==> config.mk <==
export PLATFORM = sky130hd
export DESIGN_NAME = mem_arbiter_flat
export DESIGN_NICKNAME = d
export VERILOG_FILES = /design/src/rtl/mem_arbiter_if.sv /design/src/rtl/mem_arbiter.sv /design/src/flat_wrapper.sv
export SDC_FILE = /design/constraint.sdc
export NUM_CORES = 1
export LEC_CHECK = 0
export CAP_MARGIN = 20
export CORE_ASPECT_RATIO = 0.9
export CORE_MARGIN = 2
export CORE_UTILIZATION = 33
export DETAILED_ROUTE_END_ITERATION = 8
export PLACE_DENSITY = 0.85
export SYNTH_ARGS = -nofsm -noshare
export SYNTH_HDL_FRONTEND = slang
export SYNTH_SLANG_ARGS = --single-unit
==> constraint.sdc <==
create_clock -name clk -period 1.88 [get_ports clk]
set_clock_uncertainty 0.05 [all_clocks]
set_input_delay 0.188 -clock clk [delete_from_list [all_inputs] [get_ports clk]]
set_output_delay 0.188 -clock clk [all_outputs]
set_load 0.01 [all_outputs]
==> src/rtl/mem_arbiter_if.sv <==
// Bus bundle for mem_arbiter: fetch (pc) port, load/store (ldst) port and
// the shared memory port. "slave" is the arbiter's view; "master" is the
// view of the surrounding CPU and memory that drive the arbiter's inputs.
interface mem_arbiter_if;
   logic [31:0] i_pc_addr;
   logic        i_pc_rd;
   logic [3:0]  i_pc_byte_en;
   logic [31:0] o_pc_rddata;
   logic        o_pc_waitrequest;

   logic [31:0] i_ldst_addr;
   logic        i_ldst_rd;
   logic        i_ldst_wr;
   logic [31:0] i_ldst_wrdata;
   logic [3:0]  i_ldst_byte_en;
   logic [31:0] o_ldst_rddata;
   logic        o_ldst_waitrequest;

   logic [31:0] o_mem_addr;
   logic [31:0] o_mem_wrdata;
   logic        o_mem_rd;
   logic        o_mem_wr;
   logic [3:0]  o_mem_byte_en;
   logic [31:0] i_mem_rddata;
   logic        i_mem_waitrequest;

   modport slave (
      input  i_pc_addr, i_pc_rd, i_pc_byte_en,
      output o_pc_rddata, o_pc_waitrequest,
      input  i_ldst_addr, i_ldst_rd, i_ldst_wr, i_ldst_wrdata, i_ldst_byte_en,
      output o_ldst_rddata, o_ldst_waitrequest,
      output o_mem_addr, o_mem_wrdata, o_mem_rd, o_mem_wr, o_mem_byte_en,
      input  i_mem_rddata, i_mem_waitrequest
   );

   modport master (
      output i_pc_addr, i_pc_rd, i_pc_byte_en,
      input  o_pc_rddata, o_pc_waitrequest,
      output i_ldst_addr, i_ldst_rd, i_ldst_wr, i_ldst_wrdata, i_ldst_byte_en,
      input  o_ldst_rddata, o_ldst_waitrequest,
      input  o_mem_addr, o_mem_wrdata, o_mem_rd, o_mem_wr, o_mem_byte_en,
      output i_mem_rddata, i_mem_waitrequest
   );
endinterface

==> src/rtl/mem_arbiter.sv <==
// Two-master Avalon-MM arbiter: CPU fetch (pc) and load/store (ldst) share
// one memory with fixed read latency 1. ldst has priority; a starvation
// counter forces a pc grant after STARVE_LIMIT consecutive ldst grants
// taken while pc was waiting. One access at a time, re-arbitrated in IDLE.
module mem_arbiter #(
   parameter int STARVE_LIMIT = 4
) (
   input logic         clk,
   input logic         reset,
   mem_arbiter_if.slave bus
);

   localparam int CNT_W = $clog2(STARVE_LIMIT + 1);
   localparam logic [CNT_W-1:0] CNT_MAX = CNT_W'(STARVE_LIMIT);

   localparam logic [2:0] IDLE       = 3'd0;
   localparam logic [2:0] GRANT_PC   = 3'd1;
   localparam logic [2:0] GRANT_LDST = 3'd2;
   localparam logic [2:0] RESP_PC    = 3'd3;
   localparam logic [2:0] RESP_LDST  = 3'd4;

   logic [2:0]       state;
   logic [2:0]       state_nxt;
   logic [CNT_W-1:0] starve_cnt;
   logic             done_pc_q;
   logic             done_ldst_q;
   logic [31:0]      pc_rddata;
   logic [31:0]      ldst_rddata;

   logic pc_req;
   logic ldst_req;
   logic ldst_is_wr;
   logic mem_accept;
   logic pc_pend;
   logic ldst_pend;
   logic done_ldst;

   assign pc_req     = bus.i_pc_rd;
   assign ldst_req   = bus.i_ldst_rd | bus.i_ldst_wr;
   assign ldst_is_wr = bus.i_ldst_wr;   // rd+wr together counts as a write
   assign mem_accept = ~bus.i_mem_waitrequest;

   // In a read's completion cycle the master still shows the request it is
   // being released from; it must not win a second grant for it.
   assign pc_pend   = pc_req & ~done_pc_q;
   assign ldst_pend = ldst_req & ~done_ldst_q;

   // Next-state selection: ldst first unless pc has waited STARVE_LIMIT grants.
   always_comb begin
      // NOTE: default assignment first so no path leaves state_nxt unassigned (no latch).
      state_nxt = state;
      case (state)
         IDLE: begin
            if (ldst_pend && pc_pend)
               state_nxt = (starve_cnt >= CNT_MAX) ? GRANT_PC : GRANT_LDST;
            else if (ldst_pend)
               state_nxt = GRANT_LDST;
            else if (pc_pend)
               state_nxt = GRANT_PC;
         end
         GRANT_PC: begin
            if (mem_accept)
               state_nxt = RESP_PC;
         end
         GRANT_LDST: begin
            if (mem_accept)
               state_nxt = ldst_is_wr ? IDLE : RESP_LDST;
         end
         RESP_PC:   state_nxt = IDLE;
         RESP_LDST: state_nxt = IDLE;
         default:   state_nxt = IDLE;
      endcase
   end

   // State register; reset abandons any in-flight access immediately.
   always_ff @(posedge clk or negedge reset) begin
      // NOTE: non-blocking assignments for all clocked state to avoid update-order races.
      if (!reset)
         state <= IDLE;
      else
         state <= state_nxt;
   end

   // Starvation counter: counts ldst grants taken while pc was requesting.
   always_ff @(posedge clk or negedge reset) begin
      if (!reset) begin
         starve_cnt <= '0;
      end else if (state == IDLE && state_nxt == GRANT_PC) begin
         starve_cnt <= '0;
      end else if (state == IDLE && state_nxt == GRANT_LDST && pc_req &&
                   starve_cnt < CNT_MAX) begin
         starve_cnt <= starve_cnt + CNT_W'(1);
      end
   end

   // Completion flags for reads: high in the cycle after the response state.
   always_ff @(posedge clk or negedge reset) begin
      if (!reset) begin
         done_pc_q   <= 1'b0;
         done_ldst_q <= 1'b0;
      end else begin
         done_pc_q   <= (state == RESP_PC);
         done_ldst_q <= (state == RESP_LDST);
      end
   end

   // Read-data capture; each register holds until that master's next read.
   always_ff @(posedge clk or negedge reset) begin
      if (!reset) begin
         pc_rddata   <= '0;
         ldst_rddata <= '0;
      end else begin
         if (state == RESP_PC)
            pc_rddata <= bus.i_mem_rddata;
         if (state == RESP_LDST)
            ldst_rddata <= bus.i_mem_rddata;
      end
   end

   // Writes complete in their acceptance cycle, reads one cycle after RESP.
   assign done_ldst = done_ldst_q |
                      ((state == GRANT_LDST) & ldst_is_wr & mem_accept);

   assign bus.o_pc_rddata        = pc_rddata;
   assign bus.o_ldst_rddata      = ldst_rddata;
   assign bus.o_pc_waitrequest   = pc_req & ~done_pc_q;
   assign bus.o_ldst_waitrequest = ldst_req & ~done_ldst;

   // Memory port mux: granted master's live signals, all zero otherwise.
   always_comb begin
      bus.o_mem_addr    = '0;
      bus.o_mem_wrdata  = '0;
      bus.o_mem_rd      = 1'b0;
      bus.o_mem_wr      = 1'b0;
      bus.o_mem_byte_en = '0;
      case (state)
         GRANT_PC: begin
            bus.o_mem_addr    = bus.i_pc_addr;
            bus.o_mem_rd      = 1'b1;
            bus.o_mem_byte_en = bus.i_pc_byte_en;
         end
         GRANT_LDST: begin
            bus.o_mem_addr    = bus.i_ldst_addr;
            bus.o_mem_wrdata  = bus.i_ldst_wrdata;
            bus.o_mem_wr      = ldst_is_wr;
            bus.o_mem_rd      = ~ldst_is_wr;
            bus.o_mem_byte_en = bus.i_ldst_byte_en;
         end
         default: ;
      endcase
   end

endmodule

==> src/flat_wrapper.sv <==
// flat-port wrapper written by rule: the top's interface ports become plain ports
module mem_arbiter_flat 
#(
   parameter int STARVE_LIMIT = 4
)
  (clk, reset, bus_i_pc_addr, bus_i_pc_rd, bus_i_pc_byte_en, bus_o_pc_rddata, bus_o_pc_waitrequest, bus_i_ldst_addr, bus_i_ldst_rd, bus_i_ldst_wr, bus_i_ldst_wrdata, bus_i_ldst_byte_en, bus_o_ldst_rddata, bus_o_ldst_waitrequest, bus_o_mem_addr, bus_o_mem_wrdata, bus_o_mem_rd, bus_o_mem_wr, bus_o_mem_byte_en, bus_i_mem_rddata, bus_i_mem_waitrequest);
  mem_arbiter_if bus_i ();
  input logic clk;
  input logic reset;
  input wire logic [$bits(bus_i.i_pc_addr)-1:0] bus_i_pc_addr;
  input wire logic [$bits(bus_i.i_pc_rd)-1:0] bus_i_pc_rd;
  input wire logic [$bits(bus_i.i_pc_byte_en)-1:0] bus_i_pc_byte_en;
  output wire logic [$bits(bus_i.o_pc_rddata)-1:0] bus_o_pc_rddata;
  output wire logic [$bits(bus_i.o_pc_waitrequest)-1:0] bus_o_pc_waitrequest;
  input wire logic [$bits(bus_i.i_ldst_addr)-1:0] bus_i_ldst_addr;
  input wire logic [$bits(bus_i.i_ldst_rd)-1:0] bus_i_ldst_rd;
  input wire logic [$bits(bus_i.i_ldst_wr)-1:0] bus_i_ldst_wr;
  input wire logic [$bits(bus_i.i_ldst_wrdata)-1:0] bus_i_ldst_wrdata;
  input wire logic [$bits(bus_i.i_ldst_byte_en)-1:0] bus_i_ldst_byte_en;
  output wire logic [$bits(bus_i.o_ldst_rddata)-1:0] bus_o_ldst_rddata;
  output wire logic [$bits(bus_i.o_ldst_waitrequest)-1:0] bus_o_ldst_waitrequest;
  output wire logic [$bits(bus_i.o_mem_addr)-1:0] bus_o_mem_addr;
  output wire logic [$bits(bus_i.o_mem_wrdata)-1:0] bus_o_mem_wrdata;
  output wire logic [$bits(bus_i.o_mem_rd)-1:0] bus_o_mem_rd;
  output wire logic [$bits(bus_i.o_mem_wr)-1:0] bus_o_mem_wr;
  output wire logic [$bits(bus_i.o_mem_byte_en)-1:0] bus_o_mem_byte_en;
  input wire logic [$bits(bus_i.i_mem_rddata)-1:0] bus_i_mem_rddata;
  input wire logic [$bits(bus_i.i_mem_waitrequest)-1:0] bus_i_mem_waitrequest;
  assign bus_i.i_pc_addr = bus_i_pc_addr;
  assign bus_i.i_pc_rd = bus_i_pc_rd;
  assign bus_i.i_pc_byte_en = bus_i_pc_byte_en;
  assign bus_o_pc_rddata = bus_i.o_pc_rddata;
  assign bus_o_pc_waitrequest = bus_i.o_pc_waitrequest;
  assign bus_i.i_ldst_addr = bus_i_ldst_addr;
  assign bus_i.i_ldst_rd = bus_i_ldst_rd;
  assign bus_i.i_ldst_wr = bus_i_ldst_wr;
  assign bus_i.i_ldst_wrdata = bus_i_ldst_wrdata;
  assign bus_i.i_ldst_byte_en = bus_i_ldst_byte_en;
  assign bus_o_ldst_rddata = bus_i.o_ldst_rddata;
  assign bus_o_ldst_waitrequest = bus_i.o_ldst_waitrequest;
  assign bus_o_mem_addr = bus_i.o_mem_addr;
  assign bus_o_mem_wrdata = bus_i.o_mem_wrdata;
  assign bus_o_mem_rd = bus_i.o_mem_rd;
  assign bus_o_mem_wr = bus_i.o_mem_wr;
  assign bus_o_mem_byte_en = bus_i.o_mem_byte_en;
  assign bus_i.i_mem_rddata = bus_i_mem_rddata;
  assign bus_i.i_mem_waitrequest = bus_i_mem_waitrequest;
  mem_arbiter #(.STARVE_LIMIT(STARVE_LIMIT)) u_core (.clk(clk), .reset(reset), .bus(bus_i));
endmodule
==> results of run 1 <==
-- cells by family after synthesis --
kind of cell | after synthesis
buffers and inverters | 25
adder cells (fa/ha/maj) | 2
AO/OA/AOI/OAI | 49
flip-flops | 72
AND/OR/NAND/NOR | 54
multiplexers | 66
-- final timing paths --
| kind | to | slack [ns] | from | depth (start not counted) |
|---|---|---|---|---|
| hold reg to reg | u_core.bus.o_ldst_rddata[20] | 0.45 | u_core.bus.o_ldst_rddata[20] | 1 |
| setup reg to reg | u_core.starve_cnt[1] | 0.04 | u_core.state[1] | 7 |
| min in group clk | u_core.bus.o_ldst_rddata[20] | 0.45 | u_core.bus.o_ldst_rddata[20] | 1 |
| setup / recovery | bus_o_mem_addr[31] | -0.14 | u_core.state[1] | 7 |
| max in group asynchronous | u_core.state[2] | 1.05 | reset | 3 |
| hold / removal | u_core.bus.o_ldst_rddata[8] | 0.39 | reset | 3 |
-- state kept, by name, summed over array words and instances (netlist names) --
register	cells
u_core.bus.o_ldst_rddata	32
u_core.bus.o_pc_rddata	32
u_core.starve_cnt	3
u_core.state	3
u_core.done_ldst_q	1
u_core.done_pc_q	1
-- power by group --
part	switching, uW	internal [uW]	total (uW)	leakage, uW
combinational	3020	4590	7620	0.00214
sequential	435	2320	2760	0.000861
clock	616	918	1530	0.000135
total	4080	7830	11900	0.00313
-- cell type report --
| cell class | instances | area [um2] |
|---|---|---|
| Multi-Input combinational cell | 171 | 1600 |
| Fill cell | 750 | 3190 |
| Clock buffer | 10 | 239 |
| Tap cell | 129 | 161 |
| Sequential cell | 72 | 1800 |
| Timing Repair Buffer | 310 | 3110 |
| Clock inverter | 5 | 31.3 |
| Inverter | 6 | 22.5 |
-- repair_timing --
item / 4_1_cts / 5_1_grt
gates resized for setup: 309 / 56
gates cloned: 8 / 2
pin swaps: 5 / 23
hold buffers: 1 / 0
endpoints found under the setup margin: 71 / 72
buffers inserted: 12 / 4
hold endpoints to repair: 72 / 0
-- critical path: cells and delay by family, from the launching register on --
family / cells / cell delay [ns]
flip-flops: 1 / 0.43
AO/OA/AOI/OAI: 1 / 0.13
buffers and inverters: 5 / 0.64
AND/OR/NAND/NOR: 1 / 0.25
-- cells in the mapped netlist, types with 3 or more instances --
library cell	count	area, um2
buf_2	10	50.1
dfrtp_1	72	1800
and2_1	33	206
nand2_1	4	15.0
nor2_1	3	11.3
clkbuf_1	6	22.5
inv_1	6	22.5
a22o_1	36	315
mux2_2	64	721
-- metal layers --
metal  part of all wire  global-route usage  vias up
li1                   -                   -     1574
met1               0.38               0.300     1681
met2               0.50               0.440      172
met3              0.092              0.0884       23
met4              0.021              0.0646        0
met5                  0                   0        -
-- metrics by stage --
stage               hold slack, ns  cell area, um2  worst slack (ns)  power (uW)  setup TNS, ns
finish                       0.386            6970            -0.144       11900          -2.36
global placement             0.190            6420           -0.0206        8990         -0.149
detailed placement           0.194            6420            -0.102        9200          -2.58
CTS                          0.382            6750            -0.132       11400          -1.39
global route                 0.417            6970            -0.210       12500          -6.45
floorplan                   -0.158            3420             0.236        5430              0
==> flow_summary.toml, run 1 <==
[clock_tree]
clock-root-buffer = "clkbuf_16"
numCtsBuffers = 9
clk_latency_ns = 0.32
h-tree-depth = 3
clk_pin_slew_ns = 0.06
cts_tree = "done"
cts_sinks = 72
cts_buffer_depth = 2

[power]
worst_ir_drop_vdd_v = 0.00108
p_per_area_nw_per_um2 = 1710
p_leak_uw = 0.00313

[global_route]
grt_pass1_wl_um = 21600
grt_antenna_before_repair = 0
grt_max_degree = 73
grt_pass1_vias = 3735
grt.overflow.total = 0
grt_util_all_layers = 0.252

[route]
drt-initial-drc-count = 145
drt_wl_total_um = 14800
drt_first_pass_iters = 4
routed_via_density = 4.91
drtAntennaViolNets = 0
wl_per_cell_um = 21.1
drc = 0
num_vias = 3450

[placed_design]
dp_hpwl_um = 10500
dp_cells = 665
globalplace.congestion = 0.903
numPortBuffers = 277

[timing]
worst_pin_slew_ns = 0.401
finalCritPeriodShare = 1.08
setup_viol = 53
max_slew_margin = 0.731
setup_slack_ns = -0.144
timing_hold_violations_final = 0
clock.fmax_mhz = 494
fin_crit_ns = 2.02
rsz0062_at_grt = "true"
drv_slew = 0

[final_layout]
nets = 714
num_antenna_cells = 0
final_util = 0.686
final_cells = 703
mostFrequentLayoutCell = "clkdlybuf4s50_1"
areaGrowthSynthToFinish_pct = 104
drive_gt1_frac = 0.371
mostFrequentLayoutCells = "clkdlybuf4s50_1 (205), dfrtp_1 (71), mux2_2 (64), buf_2 (44)"

[worst_setup_path]
worstSetupEndpointType = "output pin"
crit_path_top_delay_cell = "dfrtp_1"
cpPeakStageDelay_ns = 0.43
path_common_cell = "buf_6"
crit_chain = "nor3b_4 > buf_6 > buf_12 > buf_16 > buf_6 > a22o_1 > buf_2"
arrival_ns = 1.79
path_max_fanout = 6
criticalPathCategory = "reg -> out"
startpoint_type = "flop"
cp.required_ns = 1.64

[floorplan]
core-area_um2 = 10200
io_pins = 278
fp.dieW_um = 111
initial_utilization = 0.337
die_area_um2 = 11200
rows = 35
die_y_um = 101

[synth]
synth_edf_count = 0
synth_cells = 268
synth_fp_nets = 412
synth-compound-area-share = 0.119
yosys_warnings = 0
netlist_area_um2 = 3420
synthSimpleGateAreaFrac = 0.0965
yosys.area_share.adder = 0.00731
ys_ff_latch = 72
synth.avg_cell_area_um2 = 12.8
ys_async_sr_fraction = 1.00
yosysSeqAreaShare = 0.526
synthMuxAreaShare = 0.216
synth-xor-area-share = 0
synth_top_flop_cell = "dfrtp_1"
synth_top_family_by_area = "multiplexers"
ys_types = 36

[run]
cap_violations = 0

[outcome]
outcome = "finished with violations"
violations = "negative setup slack"

[min_path]
hold_path_class = "in -> async"
Power figures use the tool's default switching activity.
==> run 2, diff against run 1 <==
--- a/config.mk
+++ b/config.mk
@@ -7,9 +7,9 @@
 export LEC_CHECK = 0
 export CAP_MARGIN = 20
-export CORE_ASPECT_RATIO = 0.9
-export CORE_MARGIN = 2
-export CORE_UTILIZATION = 33
+export CORE_AREA = 2 2 108 110
+export CTS_CLUSTER_DIAMETER = 100
 export DETAILED_ROUTE_END_ITERATION = 8
-export PLACE_DENSITY = 0.85
+export DIE_AREA = 0 0 110 112
+export PLACE_DENSITY = 0.8
 export SYNTH_ARGS = -nofsm -noshare
 export SYNTH_HDL_FRONTEND = slang
==> constraint.sdc (replaced) <==
create_clock -name clk -period 1.88 [get_ports clk]
set_clock_uncertainty 0.05 [all_clocks]
set_input_delay 0.282 -clock clk [delete_from_list [all_inputs] [get_ports clk]]
set_output_delay 0.282 -clock clk [all_outputs]
set_load 0.01 [all_outputs]
==> run 2 against run 1 <==
- the run still ends with negative setup slack left
- cell count up 2.7%
- final area increased by 4.3%
- worst setup slack worse by 0.014 ns
- via count is 3.2% higher
- non-clock buffer count increased by 5
- critical endpoint is now bus_o_mem_addr[0]
- highest routed layer is now met5
==> flow_summary.toml, run 2 (same netlist as run 1, synthesis figures left out) <==
[placed_design]
numPortBuffers = 277
globalplace.congestion = 0.925
dp_hpwl_um = 12000
place_area_um2 = 6470

[route]
drc = 0
drtAntennaViolNets = 0
drt_wl_total_um = 17100
routed_via_density = 4.93
drt_first_pass_iters = 4
wl_per_cell_um = 23.7
num_vias = 3562
drt-initial-drc-count = 212

[outcome]
violations = "negative setup slack"
outcome = "finished with violations"

[final_layout]
mostFrequentLayoutCells = "clkdlybuf4s50_1 (204), dfrtp_1 (71), mux2_2 (55), buf_6 (41), a22o_1 (33)"
fillers = 872
num_antenna_cells = 0
nets = 719
areaGrowthSynthToFinish_pct = 112
final_util = 0.651
mostFrequentLayoutCell = "clkdlybuf4s50_1"
drive_gt1_frac = 0.392
stdcell_area_um2 = 7270

[worst_setup_path]
cp.required_ns = 1.55
criticalPathCategory = "reg -> out"
startpoint_type = "flop"
arrival_ns = 1.71
path_max_fanout = 9
r2r_cells = 7
worstSetupEndpointType = "output pin"

[global_route]
grt_pass1_wl_um = 22700
grt_pass1_vias = 3717
grt_antenna_before_repair = 1
grt_util_all_layers = 0.256
grt.overflow.total = 0
grt_max_degree = 41

[floorplan]
fp.dieW_um = 110
rows = 39
io_pins = 278
die_y_um = 112
initial_utilization = 0.306
die_area_um2 = 12300
core-area_um2 = 11200

[clock_tree]
cts_sinks = 72
clock-root-buffer = "clkbuf_16"
cts_tree = "done"
clk_pin_slew_ns = 0.06
numCtsBuffers = 9
clk_latency_ns = 0.32
h-tree-depth = 3
cts_buffer_depth = 2

[timing]
max_slew_margin = 0.710
tns_ns = -6.14
whs_ns = 0.371
timing_hold_violations_final = 0
setup_viol = 69
setup_slack_ns = -0.158
rsz0062_at_grt = "true"
worst_pin_slew_ns = 0.435
finalCritPeriodShare = 1.08
drv_slew = 0
fin_crit_ns = 2.04
clock.fmax_mhz = 491

[min_path]
hold_path_class = "in -> async"

[run]
cap_violations = 0

[power]
p_leak_uw = 0.00326
total_power_uw = 12300
worst_ir_drop_vdd_v = 0.000955
p_per_area_nw_per_um2 = 1690
## run 2: cell types whose count changed in the layout (fill, tap and decap cells not counted), moves of 4 or more
cell | before | now
mux2_4 | 0 | 9
clkbuf_16 | 11 | 16
and2_4 | 21 | 25
buf_6 | 36 | 41
buf_4 | 7 | 13
and2_1 | 12 | 8
buf_2 | 44 | 32
mux2_2 | 64 | 55
## run 2: metrics by stage
step,worst slack (ns),instances
after floorplan,0.151,268
after global placement,-0.152,683
after detailed placement,-0.183,683
after CTS,-0.164,715
after global routing,-0.214,722
final,-0.158,722
## run 2: power by group
part / internal [uW] / switching [uW] / total, uW
sequential: 2320 / 427 / 2750
combinational: 4840 / 3210 / 8040
clock: 879 / 627 / 1510
total: 8040 / 4260 / 12300
## run 2: worst paths after layout
path	slack, ns	end	from
hold / removal	0.37	u_core.bus.o_pc_rddata[3]	reset
setup / recovery	-0.16	bus_o_mem_addr[0]	u_core.state[2]
max in group asynchronous	0.81	u_core.bus.o_ldst_rddata[26]	reset
hold reg to reg	0.45	u_core.bus.o_pc_rddata[11]	u_core.bus.o_pc_rddata[11]
min in group clk	0.45	u_core.bus.o_pc_rddata[11]	u_core.bus.o_pc_rddata[11]
setup reg to reg	0	u_core.bus.o_ldst_rddata[21]	u_core.state[1]
## run 2: area by class of cell
class	instances	area, um2	area share
Timing Repair Buffer	315	3330	0.458
Sequential cell	72	1800	0.248
Multi-Input combinational cell	171	1680	0.231
Clock buffer	9	225	0.0310
Tap cell	143	179	0.0246
Clock inverter	6	36.3	0.00499
Inverter	6	22.5	0.00310
## run 2: per-layer routing
layer / track usage / up-vias / routed length [um]
met2: 0.440 / 185 / 8490
met4: 0.0835 / 2 / 530
met5: 0 / - / 14
met3: 0.0808 / 32 / 1770
met1: 0.298 / 1754 / 6280
li1: - / 1589 / -
## run 2: worst max-delay path, cell delays in order, from the launching register on
cell	delay (ns)
dfrtp_2	0.44
nor3b_4	0.23
buf_6	0.17
buf_12	0.12
buf_16	0.13
a22o_1	0.17
buf_6	0.13
## run 2: timing repair
| item | CTS | global route |
|---|---|---|
| setup buffers | 8 | 2 |
| pin swaps | 15 | 28 |
| gates cloned | 8 | 7 |
| resized for setup | 310 | 61 |
| hold endpoints to repair | 15 | 0 |
| hold buffers | 1 | 0 |
| setup endpoints to repair | 72 | 95 |
==> run 3, diff against run 2 <==
ABC_AREA = 1   (was unset)
CORE_AREA = unset   (was 2 2 108 110)
CORE_MARGIN = 2   (was unset)
CORE_UTILIZATION = 34   (was unset)
DIE_AREA = unset   (was 0 0 110 112)
PLACE_DENSITY = 0.85   (was 0.8)
==> run 3 against run 2 <==
- the flow still finishes with violations (negative setup slack)
- first-iteration DRC count up 100%
- via count up 23%
- register-to-register slack improved by 0.12 ns
- non-clock buffer count increased by 14
- sequential cell count is the same
- global-route usage is 1.9 points higher
- clock power about the same
- worst hold slack worse by 0.15 ns
- worst setup slack lost 0.069 ns
- combinational power is 5.6% lower
- cell count grew 20%
- critical path type unchanged
==> flow_summary.toml, run 3 <==
[final_layout]
nets = 868
mostFrequentLayoutCell = "clkdlybuf4s50_1"
mostFrequentLayoutCells = "clkdlybuf4s50_1 (204), nand2_1 (75), inv_1 (74), dfrtp_1 (71), buf_6 (55)"
stdcell_area_um2 = 7410
final_cells = 870
areaGrowthSynthToFinish_pct = 101
drive_gt1_frac = 0.289

[worst_setup_path]
r2r-start = "u_core.state[1]"
r2r_cells = 8
path_common_cell = "buf_6"
crit_buf_inv = 6
crit_chain = "inv_2 > nand2_4 > nor2_4 > buf_6 > inv_12 > buf_8 > buf_6 > nor2_4 > buf_6"
r2r_end = "u_core.bus.o_pc_rddata[6]"
cpPeakStageDelay_ns = 0.40
crit_family = "buffers and inverters"
arrival_ns = 1.77
reg2reg_slack_ns = 0.12
crit_path_top_delay_cell = "dfrtp_1"
worstSetupEndpointType = "output pin"
startpoint_type = "flop"
cp.required_ns = 1.55
criticalPathCategory = "reg -> out"
path_max_fanout = 8

[timing]
worst_pin_slew_ns = 0.547
rsz0062_at_grt = "true"
tns_ns = -8.25
clock.fmax_mhz = 475
setup_slack_ns = -0.226
drv_slew = 0
fin_crit_ns = 2.11
timing_hold_violations_final = 0
finalCritPeriodShare = 1.12
setup_viol = 71
max_slew_margin = 0.635

[synth]
ys_async_sr_fraction = 1.00
synth_top_flop_cell = "dfrtp_1"
ys_ff_latch = 72
ys_top_cells_by_area = "dfrtp_1 (49%), a32o_1 (9.8%), nand2_1 (7.7%)"
synth_edf_count = 0
ys_types = 25
yosysTopAreaCell = "dfrtp_1"
yosysTopAreaCellShare = 0.488
synth.most_common_cell = "nand2_1"
synth_fp_nets = 556
synthTopCellsByCount = "nand2_1 (76), inv_1 (74), dfrtp_1 (72)"
yosysSeqAreaShare = 0.488
synth_cells = 412
netlist_area_um2 = 3690
synth.avg_cell_area_um2 = 8.95
yosys_warnings = 0

[route]
num_vias = 4399
routed_via_density = 5.06
wl_per_cell_um = 20.4
drt_first_pass_iters = 5
drtAntennaViolNets = 0
drc = 0
drt-initial-drc-count = 423
drt_wl_total_um = 17800

[placed_design]
dp_hpwl_um = 11200
numPortBuffers = 277
dp_cells = 820
globalplace.congestion = 0.885
place_area_um2 = 6580

[clock_tree]
cts_sinks = 72
cts_buffer_depth = 2
numCtsBuffers = 9
cts_tree = "done"
clk_latency_ns = 0.33
clk_pin_slew_ns = 0.08
clock-root-buffer = "clkbuf_8"
h-tree-depth = 3

[power]
p_leak_uw = 0.00359
worst_ir_drop_vdd_v = 0.000992
p_per_area_nw_per_um2 = 1600

[floorplan]
rows = 38
fp.dieW_um = 108
die_y_um = 108
io_pins = 278
initial_utilization = 0.345
die_area_um2 = 11700
core-area_um2 = 10700

[global_route]
grt_pass1_wl_um = 24600
grt.overflow.total = 0
grt_pass1_vias = 4553
grt_antenna_before_repair = 2
grt_max_degree = 71
grt_util_all_layers = 0.275

[outcome]
outcome = "finished with violations"
violations = "negative setup slack"

[min_path]
hold_path_class = "in -> async"

[run]
cap_violations = 0
## run 3: changes by cell type after synthesis, sizes merged, moves of 13 or more
cell | previous run | this run
a22o | 36 | 0
inv | 6 | 78
a32o | 0 | 36
buf | 13 | 26
nor2 | 4 | 38
o21ai | 2 | 67
mux2 | 64 | 0
and2 | 33 | 0
nand2 | 4 | 76
## run 3: per-stage QoR
stage                     total power (uW)   util  worst slack (ns)  hold WS (ns)
after CTS                            11500  0.674            -0.157         0.203
after global routing                 12400  0.693            -0.287         0.194
final                                11800  0.693            -0.226         0.223
after detailed placement              8880  0.615            -0.192        0.0412
after global placement                8670  0.615            -0.175        0.0383
after floorplan                       5500      -             0.442       -0.0636
## run 3: cell families (layout without fill, tap and decap cells)
kind of cell	Yosys count	count (layout)	share of synthesized area
AND/OR/NAND/NOR	125	125	0.139
adder cells (fa/ha/maj)	2	2	0.00678
AO/OA/AOI/OAI	107	107	0.216
buffers and inverters	106	423	0.150
other	0	1	0
flip-flops	72	72	0.488
## run 3: how the worst max path moves through the flow
| stage | from | to | slack, ns | depth (start not counted) |
|---|---|---|---|---|
| finish | u_core.state[0] | bus_o_mem_wr | -0.23 | 9 |
| global placement | bus_i_ldst_wr | bus_o_ldst_waitrequest | -0.17 | 6 |
| detailed placement | bus_i_ldst_wr | bus_o_ldst_waitrequest | -0.19 | 6 |
| global route | u_core.state[0] | bus_o_mem_wr | -0.29 | 9 |
| floorplan | u_core.state[0] | bus_o_mem_addr[0] | 0.44 | 6 |
| CTS | u_core.state[0] | bus_o_mem_addr[9] | -0.16 | 9 |
## run 3: worst reg2reg max path, stage by stage, from the launching register on
cell and delay (ns):
dfrtp_1 0.44, buf_6 0.15, buf_4 0.12, buf_4 0.12, inv_2 0.08, nor3_4 0.06, inv_6 0.36, nand2_1 0.21
o21ai_2 0.09
## run 3: power by group
group	total, uW	internal (uW)	switching (uW)
Clock	1500	919	576
Sequential	2750	2300	446
Combinational	7590	4040	3540
Total	11800	7260	4570
## run 3: routing by layer
layer	global-route usage	up-vias	routed length, um
met5	0	-	10
met4	0.148	2	973
met3	0.0916	70	1830
met2	0.469	248	8840
met1	0.303	2105	6140
li1	-	1974	-
## run 3: what timing repair did
item | CTS | global route
setup buffers | 26 | 6
resized for setup | 373 | 66
pin swaps | 12 | 18
cloned | 8 | 0
setup endpoints to repair | 71 | 72
hold buffers | 1 | 0
hold endpoints to repair | 72 | 0
## run 3: cell type report
cell class | count | area, um2
timing repair buffer | 329 | 3300
tap | 140 | 175
sequential | 72 | 1800
fill | 792 | 3290
inverter | 78 | 310
antenna | 1 | 2.50
clock buffer | 11 | 141
multi-input combinational | 234 | 1580
clock inverter | 5 | 104
